## src/rtl/pool_module.sv

```systemverilog
// pool_module: 2x2 max-pool over a CH-channel IW x IW conv map.
// A map is captured on the accepting edge, then one pooled element is produced
// per cycle; the finished map is held until the consumer takes it.
// Optional feature: define POOL_RELU_EN to treat elements as signed two's
// complement and clamp each one at zero before pooling (fused ReLU).
// Without it, elements are unsigned and no clamp is applied.
module pool_module #(
  parameter int DW = 8,
  parameter int CH = 3,
  parameter int IW = 6
) (
  input  logic                             clk,
  input  logic                             rst_n,
  input  logic                             in_valid,
  output logic                             in_ready,
  input  logic [IW*IW*CH*DW-1:0]           conv_lin,
  output logic                             out_valid,
  input  logic                             out_ready,
  output logic [(IW/2)*(IW/2)*CH*DW-1:0]   pool_lin
);

  localparam int HW  = IW / 2;
  localparam int NB  = IW * IW * CH;
  localparam int NP  = HW * HW * CH;
  localparam int BW  = (NB > 1) ? $clog2(NB) : 1;
  localparam int CW  = (NP > 1) ? $clog2(NP) : 1;
  localparam int HWW = (HW > 1) ? $clog2(HW) : 1;
  localparam int CHW = (CH > 1) ? $clog2(CH) : 1;

  localparam logic [BW-1:0]  PLANE_STEP   = BW'(IW * IW);
  localparam logic [BW-1:0]  ROW_STEP     = BW'(IW);
  localparam logic [BW-1:0]  WIN_ROW_STEP = BW'(2 * IW);
  localparam logic [BW-1:0]  WIN_COL_STEP = BW'(2);
  localparam logic [CW-1:0]  CNT_LAST     = CW'(NP - 1);
  localparam logic [HWW-1:0] POS_LAST     = HWW'(HW - 1);

  typedef enum logic [1:0] {
    IDLE = 2'd0,
    CALC = 2'd1,
    DONE = 2'd2
  } state_t;

  state_t          state_reg, state_next;
  logic [CW-1:0]   cnt_reg;
  logic [CHW-1:0]  ch_reg;
  logic [HWW-1:0]  pr_reg;
  logic [HWW-1:0]  pc_reg;
  logic [DW-1:0]   conv_elem  [NB];
  logic [DW-1:0]   buffer_reg [NB];
  logic [DW-1:0]   pool_reg   [NP];
  logic [BW-1:0]   win_base;
  logic [DW-1:0]   win_max;
  logic            accept;
  logic            calc_last;

  // Clamp applied to every element before it enters the window compare.
  // After clamping all values are non-negative, so a plain unsigned compare
  // gives the right ordering in both builds.
  function automatic logic [DW-1:0] clamp(input logic [DW-1:0] x);
`ifdef POOL_RELU_EN
    clamp = x[DW-1] ? '0 : x;
`else
    clamp = x;
`endif
  endfunction

  function automatic logic [DW-1:0] max2(input logic [DW-1:0] a, input logic [DW-1:0] b);
    max2 = (a > b) ? a : b;
  endfunction

  genvar gi;
  generate
    for (gi = 0; gi < NB; gi++) begin : g_unpack
      assign conv_elem[gi] = conv_lin[gi*DW +: DW];
    end
    for (gi = 0; gi < NP; gi++) begin : g_pack
      assign pool_lin[gi*DW +: DW] = pool_reg[gi];
    end
  endgenerate

  assign accept    = (state_reg == IDLE) && in_valid;
  assign calc_last = (state_reg == CALC) && (cnt_reg == CNT_LAST);

  // Window select: top-left corner of the 2x2 window for the current element,
  // then max over the four clamped values.
  always_comb begin
    win_base = BW'(ch_reg) * PLANE_STEP + BW'(pr_reg) * WIN_ROW_STEP + BW'(pc_reg) * WIN_COL_STEP;
    win_max  = max2(max2(clamp(buffer_reg[win_base]),
                         clamp(buffer_reg[win_base + BW'(1)])),
                    max2(clamp(buffer_reg[win_base + ROW_STEP]),
                         clamp(buffer_reg[win_base + ROW_STEP + BW'(1)])));
  end

  // Next-state and handshake decode; handshake outputs depend on state only.
  always_comb begin
    state_next = state_reg;
    in_ready   = 1'b0;
    out_valid  = 1'b0;
    case (state_reg)
      IDLE: begin
        in_ready = 1'b1;
        if (in_valid) state_next = CALC;
      end
      CALC: begin
        if (calc_last) state_next = DONE;
      end
      DONE: begin
        out_valid = 1'b1;
        if (out_ready) state_next = IDLE;
      end
      default: state_next = IDLE;
    endcase
  end

  // State register.
  always_ff @(posedge clk or negedge rst_n) begin
    if (!rst_n) state_reg <= IDLE;
    else        state_reg <= state_next;
  end

  // Element counter plus its (channel, row, col) decomposition; holds on the last element.
  always_ff @(posedge clk or negedge rst_n) begin
    if (!rst_n) begin
      cnt_reg <= '0;
      ch_reg  <= '0;
      pr_reg  <= '0;
      pc_reg  <= '0;
    end else if (accept) begin
      cnt_reg <= '0;
      ch_reg  <= '0;
      pr_reg  <= '0;
      pc_reg  <= '0;
    end else if ((state_reg == CALC) && !calc_last) begin
      cnt_reg <= cnt_reg + CW'(1);
      if (pc_reg == POS_LAST) begin
        pc_reg <= '0;
        if (pr_reg == POS_LAST) begin
          pr_reg <= '0;
          ch_reg <= ch_reg + CHW'(1);
        end else begin
          pr_reg <= pr_reg + HWW'(1);
        end
      end else begin
        pc_reg <= pc_reg + HWW'(1);
      end
    end
  end

  // Input buffer: captured only on the accepting edge, so later input changes are ignored.
  always_ff @(posedge clk or negedge rst_n) begin
    if (!rst_n) begin
      for (int i = 0; i < NB; i++) buffer_reg[i] <= '0;
    end else if (accept) begin
      for (int i = 0; i < NB; i++) buffer_reg[i] <= conv_elem[i];
    end
  end

  // Pooled result: one element written per CALC cycle, everything else holds.
  always_ff @(posedge clk or negedge rst_n) begin
    if (!rst_n) begin
      for (int i = 0; i < NP; i++) pool_reg[i] <= '0;
    end else if (state_reg == CALC) begin
      pool_reg[cnt_reg] <= win_max;
    end
  end

endmodule

```

## config.mk

```make
export PLATFORM = sky130hd
export DESIGN_NAME = pool_module
export DESIGN_NICKNAME = d
export VERILOG_FILES = /design/src/rtl/pool_module.sv
export SDC_FILE = /design/constraint.sdc
export NUM_CORES = 2
export LEC_CHECK = 0
export CORE_AREA = 2 2 426 428
export DETAILED_ROUTE_END_ITERATION = 16
export DIE_AREA = 0 0 428 430
export PLACE_DENSITY = 0.61
export SLEW_MARGIN = 20
export SYNTH_ARGS = -nofsm -noshare
export SYNTH_HDL_FRONTEND = slang
export SYNTH_SLANG_ARGS = --single-unit
```

## constraint.sdc

```tcl
create_clock -name clk -period 8.5 [get_ports clk]
set_input_delay 1.7 -clock clk [delete_from_list [all_inputs] [get_ports clk]]
set_output_delay 1.7 -clock clk [all_outputs]
set_load 0.02 [all_outputs]
```

==> out/qor.yml <==
critical_path:
  ff2ff_path_depth: 28
  end_kind: "flop"
  critPathKind: "flop to flop"
  cp_slowest_cell: "fa_4"
  r2r_setup_slack_ps: 310
  crit_fanout: 82
  start_kind: "flop"
  cpPeakStageDelay_ps: 740
  cp.required_ps: 9150
  cp.arrival_ps: 8840
  cpMostUsedCell: "a21o_1"
final_layout:
  nets: 7576
  drive_gt1_share_pct: 13.79
  area_delta_synth_final_pct: 32.15
  largest_reg_flops: 864
detailed_routing:
  vias: 49080
  wl_um: 263600
  drc: 0
  drtIter0Drc: 4583
  drt-wirelength-per-cell_um: 28.76
  vias_per_cell: 5.354
  ant_nets: 0
  dr.pass1.iters: 6
floorplanning:
  core_um2: 179800
  io_pins: 1086
  die_h_um: 430
  start_util_pct: 31.41
  dieArea_um2: 184000
  fp-row-count: 156
  die_x_um: 428
grt:
  track_usage_pct: 28.16
  grt_antenna_before_repair: 65
  grt_pass1_wl_um: 369500
  grt_max_degree: 219
  grt_pass1_vias: 49510
  grt-ovfl-total: 0
sta:
  setup_violations: 0
  hold_viol: 0
  fin_setup_tns_ps: 0
  skew_ps: 45.83
  tightest_slew_ps: 1178
  fin_crit_ps: 8190
  period_share_pct: 96.35
  drv_slew: 0
  maxSlewHeadroom_pct: 21.16
  rsz0062_at_grt: "false"
  max_freq_ghz: 0.1221
synthesis:
  synth.area.mux_share_pct: 21.18
  yosysMostFrequentCell: "nand2_1"
  synth_compound_area_share_pct: 4.435
  synth_top_cell_by_area: "dfrtp_1"
  mappedNetlistArea_um2: 56460
  syn_nets: 6609
  synth.avg_cell_area_um2: 9.901
  synthXorXnorAreaFrac_pct: 0.2992
  synth_top_family_by_area: "multiplexers"
  synth-simple-area-share_pct: 21.15
  yosysTopAreaCellShare_pct: 48.45
  synth_ff_type: "dfrtp_1"
  synth_commonest_cells: "nand2_1 (2807), dfrtp_1 (1093), mux4_2 (388), clkbuf_1 (248), mux2i_1 (143)"
  ys_warn_count: 0
  async_reset_ff_share_pct: 100.0
  synth_area_leaders: "dfrtp_1 (48%), nand2_1 (19%), mux4_2 (15%), mux2_2 (2.8%), mux2i_1 (2.5%)"
  synthCells: 5702
  synth-edff-count: 0
  synth_fa_ha_area_share_pct: 0.8909
  ys_ff_latch: 1093
  synthDistinctLibCells: 83
  ys_seq_area_share_pct: 48.45
placed_design:
  routabilityCongestion: 0.9764
  dpl.hpwl_um: 206100
  io_buffers: 1085
job:
  max_cap_violations: 0
status:
  outcome: "finished clean"
clock_tree:
  worstSkewPairLatency_ps: 810
  clkSinkCount: 1093
  htree_levels: 4
  cts_tree: "yes"
  cts_buffers: 133
  clkSlewWorstSetupHoldPaths_ps: 60
  ctsLongestPathBuffers: 3
  cts-root-buf: "clkbuf_16"
worst_hold_path:
  hold_path.class: "flop to flop"
  holdPathStages: 2
==> placed cells by master (no fill, tap or decap), drive strengths merged, types with 6 or more instances in the layout <==
cell type / instances
mux2i: 143
mux2: 159
o22ai: 38
xnor2: 10
buf: 136
nor3: 30
nand2: 2807
dfrtp: 1093
mux4: 388
nand2b: 7
a21o: 10
clkinv: 24
o22a: 6
clkbuf: 184
inv: 36
and2: 8
nor4: 8
nor2: 79
diode: 25
a221oi: 6
ha: 37
nand3: 48
o211ai: 6
o21ai: 95
clkinvlp: 9
a21oi: 75
clkdlybuf4s50: 1084
and3: 19
a211oi: 23
bufinv: 14
nor2b: 15
nand4: 15
a22oi: 59
or3: 9
==> final timing paths <==
path / end / start
worst max-delay path: pool_lin[186]$_DFFE_PN0P_ / pr_reg[0]$_DFFE_PN0P_
worst min-delay path: pool_lin[70]$_DFFE_PN0P_ / pool_lin[70]$_DFFE_PN0P_
worst max register to register: pool_lin[186]$_DFFE_PN0P_ / pr_reg[0]$_DFFE_PN0P_
worst min register to register: pool_lin[70]$_DFFE_PN0P_ / pool_lin[70]$_DFFE_PN0P_
max in group asynchronous: buffer_reg[624]$_DFFE_PN0P_ / rst_n
min in group asynchronous: pool_lin[80]$_DFFE_PN0P_ / rst_n
==> stage by stage <==
stage	setup slack [ps]	cell area (um^2)	util, %	cells	hold slack (ps)
detailed placement	63.15	69920	38.89	8899	470.2
CTS	140.7	74510	41.45	9142	482.7
floorplan	889.5	56460	-	5702	455.2
finish	310.5	74610	41.50	9167	477.6
global placement	6.946	69920	38.89	8899	463.7
global route	27.80	74600	41.50	9162	514.9
==> timing repair <==
item                       CTS  global route
pin swaps                    0             1
setup endpoints to repair    7           216
buffers inserted             5             0
resized for setup            0             7
hold buffers                 0             0
==> metal layers <==
layer | track usage, % | wire [um] | part of all wire (%) | up-vias
met3 | 6.023 | 18160 | 6.9 | 575
met5 | 0 | 216 | 0.082 | -
met1 | 33.74 | 100600 | 38 | 24960
met4 | 16.47 | 17260 | 6.5 | 34
li1 | - | - | - | 21250
met2 | 46.80 | 127400 | 48 | 2258
==> final cells by class <==
type | instances | area, um^2
diodes | 25 | 62.56
clock buffers | 184 | 3801
clock inverters | 54 | 743.2
fillers | 17730 | 105200
inverters | 29 | 110.1
multi-input cells | 4192 | 27300
flip-flops and latches | 1093 | 27360
well taps | 2370 | 2965
repair buffers | 1220 | 12270
==> worst max-delay path: cells and delay by family, from the launching register on <==
kind                     cells  cell delay [ps]
flip-flops                   1              410
buffers and inverters        5             1070
AND/OR/NAND/NOR              4              790
multiplexers                 4             1690
adder cells (fa/ha/maj)      4             1670
AO/OA/AOI/OAI               11             2190
==> cell families after synthesis <==
| group | count (synthesis) |
|---|---|
| adder cells (fa/ha/maj) | 39 |
| AND/OR/NAND/NOR | 3069 |
| buffers and inverters | 417 |
| flip-flops | 1093 |
| AO/OA/AOI/OAI | 379 |
| multiplexers | 690 |
| XOR/XNOR | 15 |
Power is left out: the tool's default activity adds up to more than one toggle a clock period on the data nets, which glitch-free logic cannot reach.
